[config.mk]
export PLATFORM = sky130hd
export DESIGN_NAME = ps2_transmitter
export DESIGN_NICKNAME = d
export VERILOG_FILES = /design/src/rtl/ps2_transmitter.sv
export SDC_FILE = /design/constraint.sdc
export NUM_CORES = 1
export LEC_CHECK = 0
export ABC_AREA = 1
export CAP_MARGIN = 0
export CORE_ASPECT_RATIO = 0.7
export CORE_MARGIN = 4
export CORE_UTILIZATION = 46
export CTS_BUF_LIST = sky130_fd_sc_hd__clkbuf_16
export DETAILED_ROUTE_END_ITERATION = 10
export PLACE_DENSITY = 0.68
export SYNTH_ARGS = -nofsm -noshare
export SYNTH_HDL_FRONTEND = slang
export SYNTH_SLANG_ARGS = --single-unit
[constraint.sdc]
create_clock -name clk -period 1.8 [get_ports clk]
set_input_delay 0.36 -clock clk [delete_from_list [all_inputs] [get_ports clk]]
set_output_delay 0.36 -clock clk [all_outputs]
set_load 0.005 [all_outputs]
[src/rtl/ps2_transmitter.sv]
// Host-to-device PS/2 transmitter: sends one command byte over open-drain
// PS2_CLK/PS2_DAT enables, with inhibit/request phases, ACK check and bus timeout.
module ps2_transmitter #(
    parameter int INHIBIT_CYCLES = 5000,
    parameter int REQ_CYCLES     = 50,
    parameter int TIMEOUT_CYCLES = 750000
) (
    input  logic       clk,
    input  logic       resetn,
    input  logic       send,
    input  logic [7:0] command,
    input  logic       ps2_clk_in,
    input  logic       ps2_dat_in,
    output logic       ps2_clk_oe,
    output logic       ps2_dat_oe,
    output logic       busy,
    output logic       done,
    output logic       ack_err,
    output logic       timeout
);

    localparam int CMAX_A = (INHIBIT_CYCLES > REQ_CYCLES) ? INHIBIT_CYCLES : REQ_CYCLES;
    localparam int CMAX   = (CMAX_A > TIMEOUT_CYCLES) ? CMAX_A : TIMEOUT_CYCLES;
    localparam int CW     = $clog2(CMAX + 1);

    typedef enum logic [2:0] {
        S_IDLE, S_INHIBIT, S_REQ, S_DATA, S_ACK, S_WAIT_IDLE, S_DONE
    } state_t;

    state_t          r_state;
    logic [CW-1:0]   r_cnt;
    logic [3:0]      r_n;
    logic [9:0]      r_frame;
    logic            r_clk_s1, r_clk_s2, r_clk_prev;
    logic            r_dat_s1, r_dat_s2;

    logic w_fall;
    logic w_to;

    assign w_fall = r_clk_prev & ~r_clk_s2;
    assign w_to   = (r_cnt == CW'(TIMEOUT_CYCLES - 1));

    always_ff @(posedge clk or negedge resetn) begin
        if (!resetn) begin
            r_state    <= S_IDLE;
            r_cnt      <= '0;
            r_n        <= '0;
            r_frame    <= '0;
            // Synchronisers reset to the idle-bus level so no false edge follows reset.
            r_clk_s1   <= 1'b1;
            r_clk_s2   <= 1'b1;
            r_clk_prev <= 1'b1;
            r_dat_s1   <= 1'b1;
            r_dat_s2   <= 1'b1;
            ps2_clk_oe <= 1'b0;
            ps2_dat_oe <= 1'b0;
            busy       <= 1'b0;
            done       <= 1'b0;
            ack_err    <= 1'b0;
            timeout    <= 1'b0;
        end else begin
            r_clk_s1   <= ps2_clk_in;
            r_clk_s2   <= r_clk_s1;
            r_clk_prev <= r_clk_s2;
            r_dat_s1   <= ps2_dat_in;
            r_dat_s2   <= r_dat_s1;
            done       <= 1'b0;

            case (r_state)
                S_IDLE: begin
                    if (send) begin
                        r_state    <= S_INHIBIT;
                        r_frame    <= {1'b1, ~^command, command};
                        r_cnt      <= '0;
                        busy       <= 1'b1;
                        ps2_clk_oe <= 1'b1;
                        ack_err    <= 1'b0;
                        timeout    <= 1'b0;
                    end
                end
                S_INHIBIT: begin
                    if (r_cnt == CW'(INHIBIT_CYCLES - 1)) begin
                        r_state    <= S_REQ;
                        r_cnt      <= '0;
                        ps2_dat_oe <= 1'b1;
                    end else begin
                        r_cnt <= r_cnt + 1'b1;
                    end
                end
                S_REQ: begin
                    if (r_cnt == CW'(REQ_CYCLES - 1)) begin
                        r_state    <= S_DATA;
                        r_cnt      <= '0;
                        r_n        <= '0;
                        ps2_clk_oe <= 1'b0;
                    end else begin
                        r_cnt <= r_cnt + 1'b1;
                    end
                end
                S_DATA: begin
                    // A device edge takes priority over a coincident timeout.
                    if (w_fall) begin
                        r_cnt      <= '0;
                        ps2_dat_oe <= ~r_frame[r_n];
                        r_n        <= r_n + 4'd1;
                        if (r_n == 4'd9)
                            r_state <= S_ACK;
                    end else if (w_to) begin
                        r_state    <= S_DONE;
                        ps2_clk_oe <= 1'b0;
                        ps2_dat_oe <= 1'b0;
                        timeout    <= 1'b1;
                        done       <= 1'b1;
                    end else begin
                        r_cnt <= r_cnt + 1'b1;
                    end
                end
                S_ACK: begin
                    if (w_fall) begin
                        ack_err <= r_dat_s2;
                        r_cnt   <= '0;
                        r_state <= S_WAIT_IDLE;
                    end else if (w_to) begin
                        r_state    <= S_DONE;
                        ps2_clk_oe <= 1'b0;
                        ps2_dat_oe <= 1'b0;
                        timeout    <= 1'b1;
                        done       <= 1'b1;
                    end else begin
                        r_cnt <= r_cnt + 1'b1;
                    end
                end
                S_WAIT_IDLE: begin
                    if (r_clk_s2 && r_dat_s2) begin
                        r_state <= S_DONE;
                        done    <= 1'b1;
                    end else if (w_to) begin
                        r_state    <= S_DONE;
                        ps2_clk_oe <= 1'b0;
                        ps2_dat_oe <= 1'b0;
                        timeout    <= 1'b1;
                        done       <= 1'b1;
                    end else begin
                        r_cnt <= r_cnt + 1'b1;
                    end
                end
                S_DONE: begin
                    busy    <= 1'b0;
                    r_state <= S_IDLE;
                end
                default: r_state <= S_IDLE;
            endcase
        end
    end

endmodule

==> key figures <==
Power
  • Combinational power share: under 10%
  • Max rail drop VDD: approximately 0.44 mV
  • Sw frac: 20.1%
  • Leakage: around 2.0 nW
  • Sw power: between 0.4 and 0.5 mW
  • Pint: approximately 1.8 mW
  • Sequential fraction of design power: ~49%
  • Clk network pwr share: 46.7%
  • Power density over the cells: ~540 mW/mm^2
  • Pwr Total: 2.23 mW

Floorplan
  • Die Area: 0.00880 sq mm
  • Die Y-Extent: approximately 80 um
  • FP Rows: 25
  • Initial core utilization: around half
  • I/O Pins: 19
  • Chip Width: ~110 um
  • Core Area: 0.00694 sq mm

STA
  • Fin. Hold Viols: 0
  • Slew @ Worst Pin: 0.316 ns
  • Final slew viol count: 0
  • Clock Skew: 0.00266 ns
  • FMAX: between 500 and 600 MHz
  • Final period utilization: ~93%
  • Endpoints failing setup: 0
  • Slew HR: around four fifths
  • Fin crit period: around 1.7 ns
  • Setup_tns: 0 ns
  • Min Hold Slack: approximately 0.047 ns
  • RSZ-0062 raised after global routing: no

Clock tree
  • Setup bufs post-CTS: 0
  • Clock latency on the worst-skew pair: 0.29 ns
  • Worst-case clock buffer depth: 2
  • Clk root buf: clkbuf_16
  • Clk slew on worst S/H paths: approximately 0.060 ns
  • CTS Sinks: 48
  • CTS Hold Bufs: 0
  • Total CTS buffers: 5
  • # H-tree levels: 2
  • CTS tree: done

Worst setup path
  • CP max FO: 4
  • CP max stage delay: approximately 0.38 ns
  • CP Data Required Time: about 2.0 ns
  • Setup crit end kind: flop
  • Crit path buf inv count: 3
  • Most used cell, CP: nand2_1
  • Worst EP arrival: around 1.8 ns
  • WS Path Type: flop to flop
  • Slowest CP cell: dfrtp_1
  • Reg-to-reg critical path startpoint: r_cnt[1]$_DFFE_PN0P_
  • Startpoint Class: flop
  • CP top delay family: simple AND/OR/NAND/NOR gates
  • R2r setup slk: 0.13 ns
  • Worst-path cell chain: buf_4 -> inv_1 -> ha_1 -> nand2_1 -> nor2_1 -> nand3_1 -> buf_4 -> nand3_1 -> nand2_1 -> o21bai_1 -> nand2_1
  • Worst R2R End: r_cnt[4]$_DFFE_PN0P_
  • Worst-case reg-to-reg path depth: 11

Placement
  • HPWL Detailed: approximately 7.0 mm
  • Inst Count DP: 629
  • GPL Wtd Cong: 0.947
  • Port bufs: 18

Finish
  • Fillers: roughly 670
  • Diode count: 0
  • Most frequent cells in the layout: nand2_1, nand3_1, inv_1, nor2_1, dfrtp_1
  • Layout cells sized above 1: approximately 17%
  • Non-Filler Instances: 637
  • Final design utilization: 59.4%
  • # nets final: roughly 560
  • Leading cell type in the layout, fill and taps excluded: nand2_1
  • Area Overhead vs Synth: 22.2%

Drt
  • DR vias/cell: 5.42
  • Post-route ant nets: 0
  • Iter 0 DRT Violations: 299
  • Vias: between 3,000 and 4,000
  • DRC: 0
  • DRT Pass-1 Iters: 5
  • Final WL: 9.25 mm
  • Routed len/inst: 14.5 um

Hold path
  • Min-delay worst type: input pin to async pin

Global route
  • Pin count of the biggest net entering global routing: 49
  • First-pass GRT wire length: 15.8 mm
  • Total track usage: ~22%
  • Grt total ovfl: 0
  • Vias in the first global route: ~3,200
  • Initial antenna violation count: 0

Logic synthesis
  • Asr flop ratio synth: 100%
  • Register area share after synthesis: between 30% and 40%
  • Yosys warnings: 0
  • Yosys cell types: 35
  • Post-synth EDFFs: 0
  • Top_reg_cell synth: dfrtp_1
  • Net Count, Synth: 516
  • Post-synthesis register bit count: 48
  • Synthesized area: about 0.0034 sq mm
  • Avg Cell Area, Syn: between 6 and 7 sq um
  • Gate count of the mapped netlist: slightly below 500

Status
  • Status: completed

Flow run
  • Maxcap violations: 0
[kinds of logic (layout without fill, tap and decap cells)]
kind of cell	count (synthesis)	after routing	synth area share, %
adder cells (fa/ha/maj)	6	6	2.22
flip-flops	48	48	35.8
AO/OA/AOI/OAI	41	41	6.85
multiplexers	4	4	1.33
AND/OR/NAND/NOR	310	310	40.9
XOR/XNOR	17	17	4.41
buffers and inverters	71	117	8.56
[final cells by class]
cell class	instances	area, sq um	area share (%)
Timing Repair Buffer	50	457	11.1
Inverter	59	224	5.43
Tap cell	94	118	2.85
Clock inverter	3	37.5	0.910
Clock buffer	5	125	3.03
Sequential cell	48	1220	29.5
Multi-Input combinational cell	378	1950	47.2
[worst reg2reg max path: stages (launching register included)]
cell and delay (ns):
dfrtp_1 0.38, buf_4 0.15, inv_1 0.05, ha_1 0.13, nand2_1 0.06, nor2_1 0.11
nand3_1 0.13, buf_4 0.17, nand3_1 0.06, nand2_1 0.05, o21bai_1 0.18, nand2_1 0.07
[per-stage QoR]
| step | cell area (sq um) | worst slack [ns] |
|---|---|---|
| after global placement | 3880 | 0.0413 |
| after floorplan | 3380 | 0.208 |
| final | 4130 | 0.132 |
| after detailed placement | 3880 | 0.0408 |
| after global routing | 4130 | 0.00545 |
| after CTS | 4050 | 0.0198 |
[registers in the layout (all words and copies together), names as in the netlist, 3 cells and up]
register and flops:
r_cnt 20, r_frame 10, r_n 4, r_state 3
[cell usage after synthesis, drive strengths merged (8+ instances only)]
master / instances / area, sq um
nand2: 145 / 554
nand3: 69 / 355
nor2: 64 / 268
inv: 59 / 224
dfrtp: 43 / 1080
nand4: 21 / 131
o21ai: 19 / 95.1
a21oi: 11 / 55.1
xor2: 10 / 87.6
buf: 9 / 53.8
nor3: 8 / 51.3
[power groups by stage]
stage / sequential [mW] / combinational [mW] / clock, mW
after floorplan: 1.11 / 0.0318 / 0
after global placement: 1.11 / 0.0955 / 0
after detailed placement: 1.11 / 0.0974 / 0
after CTS: 1.09 / 0.0978 / 1.07
after global routing: 1.09 / 0.106 / 1.12
final: 1.09 / 0.0959 / 1.04
[how the worst max path moves through the flow]
stage / startpoint / endpoint / cells after the start
floorplan: r_cnt[0]$_DFFE_PN0P_ / r_cnt[16]$_DFFE_PN0P_ / 10
global placement: r_cnt[11]$_DFFE_PN0P_ / r_cnt[4]$_DFFE_PN0P_ / 8
detailed placement: r_cnt[11]$_DFFE_PN0P_ / r_cnt[4]$_DFFE_PN0P_ / 8
CTS: r_cnt[11]$_DFFE_PN0P_ / r_cnt[4]$_DFFE_PN0P_ / 8
global route: r_cnt[9]$_DFFE_PN0P_ / r_cnt[3]$_DFFE_PN0P_ / 12
finish: r_cnt[1]$_DFFE_PN0P_ / r_cnt[4]$_DFFE_PN0P_ / 11
[repair_timing]
item	CTS	global route
endpoints found under the setup margin	0	24
gates resized for setup	0	28
hold endpoints to repair	0	0
[metal layers]
metal | vias to the layer above | GRT usage [%] | part of all wire [%]
met1 | 1593 | 33.0 | 49
met2 | 142 | 32.9 | 41
met4 | 0 | 5.04 | 0.98
met3 | 13 | 4.47 | 8.3
met5 | - | 0 | 0
li1 | 1702 | - | -
Power figures use the tool's default switching activity.
